--- src/rtl/div_seq.sv ---
// rtl/div_seq.sv - sequential 32-bit restoring divider for the HI/LO path
//
// Ports:
//   clk        rising-edge clock
//   rst        synchronous active-high reset
//   start      level request, held until ready is observed
//   cancel     abort the current divide; has priority over start
//   is_signed  1 = DIV, 0 = DIVU; sampled with start in IDLE
//   dividend   operand 1; sampled in IDLE
//   divisor    operand 2; sampled in IDLE
//   ready      result valid (DONE state)
//   busy       divide in progress (RUN or FIX state)
//   div_res    {remainder, quotient} -> {HI, LO}

module div_seq (
  input  logic        clk,
  input  logic        rst,
  input  logic        start,
  input  logic        cancel,
  input  logic        is_signed,
  input  logic [31:0] dividend,
  input  logic [31:0] divisor,
  output logic        ready,
  output logic        busy,
  output logic [63:0] div_res
);

  localparam logic [1:0] S_IDLE = 2'd0;
  localparam logic [1:0] S_RUN  = 2'd1;
  localparam logic [1:0] S_FIX  = 2'd2;
  localparam logic [1:0] S_DONE = 2'd3;

  logic [1:0]  state_q,   state_d;
  logic [5:0]  cnt_q,     cnt_d;
  logic [32:0] rem_q,     rem_d;
  logic [31:0] quo_q,     quo_d;
  logic [31:0] dvs_q,     dvs_d;
  logic [31:0] dvd_q,     dvd_d;
  logic        neg_quo_q, neg_quo_d;
  logic        neg_rem_q, neg_rem_d;
  logic        dz_q,      dz_d;
  logic [63:0] res_q,     res_d;

  logic [31:0] dvd_mag;
  logic [31:0] dvs_mag;
  logic [33:0] shifted;
  logic [33:0] trial;
  logic [31:0] quo_fix;
  logic [31:0] rem_fix;

  always_comb begin
    state_d   = state_q;
    cnt_d     = cnt_q;
    rem_d     = rem_q;
    quo_d     = quo_q;
    dvs_d     = dvs_q;
    dvd_d     = dvd_q;
    neg_quo_d = neg_quo_q;
    neg_rem_d = neg_rem_q;
    dz_d      = dz_q;
    res_d     = res_q;

    // Two's-complement negation of 0x80000000 yields 0x80000000, which is
    // exactly the unsigned magnitude we want, so no special case is needed.
    dvd_mag = (is_signed && dividend[31]) ? -dividend : dividend;
    dvs_mag = (is_signed && divisor[31])  ? -divisor  : divisor;

    // The partial remainder never reaches bit 32 (it stays below dvs), so
    // widening the shift by one bit is harmless and keeps every bit in use.
    shifted = {rem_q, quo_q[31]};
    trial   = shifted - {2'b00, dvs_q};

    quo_fix = neg_quo_q ? -quo_q : quo_q;
    rem_fix = neg_rem_q ? -rem_q[31:0] : rem_q[31:0];

    case (state_q)
      S_IDLE: begin
        if (start && !cancel) begin
          quo_d     = dvd_mag;
          dvs_d     = dvs_mag;
          dvd_d     = dividend;
          neg_quo_d = is_signed & (dividend[31] ^ divisor[31]);
          neg_rem_d = is_signed & dividend[31];
          rem_d     = 33'd0;
          cnt_d     = 6'd0;
          if (divisor == 32'd0) begin
            dz_d    = 1'b1;
            state_d = S_FIX;
          end else begin
            dz_d    = 1'b0;
            state_d = S_RUN;
          end
        end
      end

      S_RUN: begin
        if (cancel) begin
          state_d = S_IDLE;
        end else begin
          if (!trial[33]) begin
            rem_d = trial[32:0];
            quo_d = {quo_q[30:0], 1'b1};
          end else begin
            rem_d = shifted[32:0];
            quo_d = {quo_q[30:0], 1'b0};
          end
          cnt_d = cnt_q + 6'd1;
          if (cnt_q == 6'd31) begin
            state_d = S_FIX;
          end
        end
      end

      S_FIX: begin
        if (cancel) begin
          state_d = S_IDLE;
        end else begin
          // Divide-by-zero reports all-ones quotient and the untouched dividend.
          res_d   = dz_q ? {dvd_q, 32'hFFFF_FFFF} : {rem_fix, quo_fix};
          state_d = S_DONE;
        end
      end

      S_DONE: begin
        if (cancel || !start) begin
          state_d = S_IDLE;
        end
      end

      default: state_d = S_IDLE;
    endcase
  end

  always_ff @(posedge clk) begin
    if (rst) begin
      state_q   <= S_IDLE;
      cnt_q     <= 6'd0;
      rem_q     <= 33'd0;
      quo_q     <= 32'd0;
      dvs_q     <= 32'd0;
      dvd_q     <= 32'd0;
      neg_quo_q <= 1'b0;
      neg_rem_q <= 1'b0;
      dz_q      <= 1'b0;
      res_q     <= 64'd0;
    end else begin
      state_q   <= state_d;
      cnt_q     <= cnt_d;
      rem_q     <= rem_d;
      quo_q     <= quo_d;
      dvs_q     <= dvs_d;
      dvd_q     <= dvd_d;
      neg_quo_q <= neg_quo_d;
      neg_rem_q <= neg_rem_d;
      dz_q      <= dz_d;
      res_q     <= res_d;
    end
  end

  assign ready   = (state_q == S_DONE);
  assign busy    = (state_q == S_RUN) || (state_q == S_FIX);
  assign div_res = res_q;

endmodule
--- config.mk ---
export PLATFORM = sky130hd
export DESIGN_NAME = div_seq
export DESIGN_NICKNAME = d
export VERILOG_FILES = /design/src/rtl/div_seq.sv
export SDC_FILE = /design/constraint.sdc
export NUM_CORES = 1
export LEC_CHECK = 0
export CORE_MARGIN = 2
export CORE_UTILIZATION = 58
export DETAILED_ROUTE_END_ITERATION = 6
export HOLD_SLACK_MARGIN = 0.08
export PLACE_DENSITY = 0.82
export SLEW_MARGIN = 20
export SYNTH_ARGS = -nofsm -noshare
export SYNTH_HDL_FRONTEND = slang
export SYNTH_SLANG_ARGS = --single-unit
--- constraint.sdc ---
create_clock -name clk -period 3.7 [get_ports clk]
set_input_delay 0.37 -clock clk [delete_from_list [all_inputs] [get_ports clk]]
set_output_delay 0.37 -clock clk [all_outputs]
set_load 0.02 [all_outputs]
==> results of run 1 <==
[cell usage in the layout, fill, tap and decap left out, drive strengths merged, types with 4 or more instances in the layout]
master | netlist | routed
a211oi | 35 | 35
a21o | 13 | 13
a21oi | 149 | 149
a311oi | 6 | 6
a31oi | 10 | 10
and2 | 6 | 6
and3 | 10 | 10
buf | 20 | 33
clkbuf | 86 | 36
clkdlybuf4s50 | 0 | 133
clkinv | 0 | 4
dfxtp | 204 | 204
ha | 42 | 42
inv | 56 | 56
mux2i | 30 | 30
nand2 | 344 | 344
nand2b | 8 | 8
nand3 | 19 | 19
nand3b | 5 | 5
nand4 | 10 | 10
nor2 | 127 | 127
nor2b | 4 | 4
nor3 | 31 | 31
nor4 | 10 | 10
o21a | 4 | 4
o21ai | 142 | 142
o22ai | 26 | 26
o311ai | 4 | 4
o31ai | 27 | 27
o41ai | 14 | 14
or2 | 10 | 10
or3 | 24 | 24
or4 | 11 | 11
xnor2 | 72 | 72
xor2 | 72 | 72
[power by group]
| group | switching (W) | internal (W) | total, W | leakage [nW] |
|---|---|---|---|---|
| clock | 0.000912 | 0.00135 | 0.00226 | 0.371 |
| combinational | 0.00169 | 0.00112 | 0.00282 | 3.38 |
| sequential | 0.000239 | 0.00246 | 0.00270 | 1.66 |
| total | 0.00284 | 0.00494 | 0.00778 | 5.41 |
[logic make-up after synthesis]
family	Yosys count	synth area share, %
xor+xnor	144	10.27
buf+inv	162	5.041
mux	30	2.444
compound gates	457	22.17
simple gates	628	22.40
flops	204	33.24
fa+ha+maj	43	4.440
[path summary, 6_finish.rpt]
check                                               from  slack, ns                  endpoint
worst max-delay path              quo_q[14]$_SDFFE_PP0P_       0.42  div_res[31]$_SDFFE_PP0P_
worst min-delay path                                 rst       0.25     dvs_q[8]$_SDFFE_PP0P_
worst max register to register    quo_q[14]$_SDFFE_PP0P_       0.42  div_res[31]$_SDFFE_PP0P_
worst min register to register  div_res[59]$_SDFFE_PP0P_       0.45  div_res[59]$_SDFFE_PP0P_
[area by class of cell]
cell class                      count  area [um^2]  area share [%]
Clock buffer                       36        694.4           4.750
Timing Repair Buffer              166         1629           11.14
Tap cell                          275        344.1           2.353
Inverter                           56        210.2           1.438
Clock inverter                      5        50.05          0.3423
Multi-Input combinational cell   1302         7607           52.03
Sequential cell                   204         4085           27.94
[worst register-to-register path: cells and delay by family (launching register included)]
kind | cells | cell delay, ns
compound gates | 1 | 0.36
xor+xnor | 1 | 0.12
flops | 1 | 0.37
simple gates | 7 | 2.28
[sequential cells by signal, summed over array words and instances (netlist names)]
| signal | cells |
|---|---|
| dz_q | 1 |
| state_q | 2 |
| neg_quo_q | 1 |
| neg_rem_q | 1 |
| cnt_q | 6 |
| div_res | 64 |
| rem_q | 33 |
| dvs_q | 32 |
| quo_q | 32 |
| dvd_q | 32 |
[layer usage]
metal  share of wire (%)  track usage [%]  vias up
li1                    -                -     5976
met1                  41            41.19     5731
met2                  47            53.33      549
met3                 8.4            4.604       84
met4                 3.8            12.95        0
met5                   0                0        -
[stage by stage]
step,cells,utilization [%],instance area (um^2),hold WS (ns),setup WS (ns)
after detailed placement,2003,66.43,13880,0.4464,0.4813
after floorplan,1668,-,12290,0.4319,0.6706
after CTS,2044,69.99,14620,0.2420,0.4298
after global placement,2003,66.43,13880,0.4421,0.5327
after global routing,2044,69.99,14620,0.2669,0.2119
final,2044,69.99,14620,0.2503,0.4177
==> metrics.txt, run 1 <==
die outline area=roughly 22,000 um^2; total iterations of the first detailed-routing run=6; cells taking the most area after synthesis=dfxtp_1 33%, nand2_1 11%, a21oi_1 6.1%, o21ai_0 5.7%, xnor2_1 5.1%; Initial Utilization=58.81%; Pwr per Cell Area=~530 nW/um^2; delay of the slowest cell on the worst path=between 0.5 and 0.6 ns; vias after detailed routing=12,340; number of antenna violations at the first check in global routing=0; Total Power Consumption=between 0.007 and 0.008 W; Gate Count Post-Synth=between 1,500 and 2,000; Setup TNS Final=0 ns; first-pass GRT wire length=~58,000 um; largest net degree at the start of global routing=152; post-synthesis register bit count=204; number of global-route vias before repair=around 11,000; number of distinct library cell variants in the gate-level netlist after synthesis=63; WP data required=between 4 and 5 ns; maximum resistive drop on vdd=between 0.3 and 0.4 mV; most common cell in the netlist=nand2_1; cts hold-fix bufs=0; Core Rows=53; fraction of the yosys area taken by sequential cells=33.24%; GR Util All Layers=a little under a third; kind of end point of the critical path=flip-flop; detailed-route DRC error count=0; maximum fanout encountered on the critical timing path=7; buffers inserted by post-CTS timing repair=0; fill cell instance count of the final layout=1,768; depth of the worst register-to-register path=9; total nets after synthesis=1,780; CTS root buf=clkbuf_16; Antenna Cells=0; worst clock skew on the final layout=approximately 0.011 ns; commonest cells in the netlist=344 x nand2_1, 204 x dfxtp_1, 149 x a21oi_1; WP buf/inv=0; part of the cycle the worst path needs=between 80% and 90%; last weighted congestion value of the routability-driven placer=~0.94; Detailed Route Iter0 Violations=between 1,000 and 1,500; fraction of layout instances using a drive strength above 1=about 5.4%; clock buffers created by TritonCTS=23; post-synthesis instance area=~12,000 um^2; Routed wire per std cell=around 18 um; run status=completed; overall die height=between 100 and 150 um; Resize count post-CTS=0; total I/O pin count=135; number of logic stages on the critical path including buffering=9; warning count from the yosys run=0; slew at the pin closest to its max-slew limit=between 0.9 and 1 ns; mean area per synthesized cell=7.365 um^2; clock tree sinks=between 200 and 250; Clock Latency Late Sink=0.52 ns; Fmax achieved=just over 300 MHz; Hold Crit Depth=2; final hold vios=0; kind of cell adding the most delay to the critical path=simple AND/OR/NAND/NOR gates; Arrival @ worst endpoint=~3.7 ns; Clock H-tree levels=1; path category of the worst min-delay check=primary input to flip-flop; area of the core region=~21,000 um^2; share of synthesized flip-flops with an asynchronous set or reset=0%; setup repair after global routing missed its margin=false; Final Slew Violations=0; overall die width=roughly 150 um; time the worst path needs with I/O delays and setup=3.282 ns; EDFF count, synth=0; Clock Tree Buf Depth=3; top_reg_cell synth=dfxtp_1; Setup crit start kind=flip-flop; # port buffers=~130; # setup viols final=0; final layout net count=1,865; clock tree from TritonCTS=built; detailed placer's ending HPWL=26,000 um; Via density=6.037; top cell type's share of synthesized area=33.24%; largest area contributor in the netlist=dfxtp_1; Slowest-stage cell, CP=or4_4; max-cap check violation count=0; wirelength, routed=between 30,000 and 40,000 um; kind of critical path=flip-flop to flip-flop; clock-pin slew of the registers on the worst-case setup and hold paths=0.06 ns; signed area change from the synthesized netlist to the final layout=19.00%; Antenna Violating Nets Remaining=0; Slew HR=36.11%; static leakage=~5.4 nW; cells traversed along the worst timing path=or4_4, or3_4, or2_4, or3_4, or4_4, o41ai_2, xnor2_1, nor3_1, nor3_1; final global-route overflow total=0
Note: power is estimated with default switching activity, not from simulation.
==> inputs of run 2 (changes only) <==
--- a/config.mk
+++ b/config.mk
@@ -5,6 +5,7 @@
 export SDC_FILE = /design/constraint.sdc
 export NUM_CORES = 1
 export LEC_CHECK = 0
+export ABC_CLOCK_PERIOD_IN_PS = 3700
 export CORE_MARGIN = 2
 export CORE_UTILIZATION = 58
 export DETAILED_ROUTE_END_ITERATION = 6
@@ -14,3 +15,4 @@
 export SYNTH_ARGS = -nofsm -noshare
 export SYNTH_HDL_FRONTEND = slang
 export SYNTH_SLANG_ARGS = --single-unit
+export TNS_END_PERCENT = 5
==> results of run 2 <==
The final DEF is identical to that of run 1; final timing and power are the same.
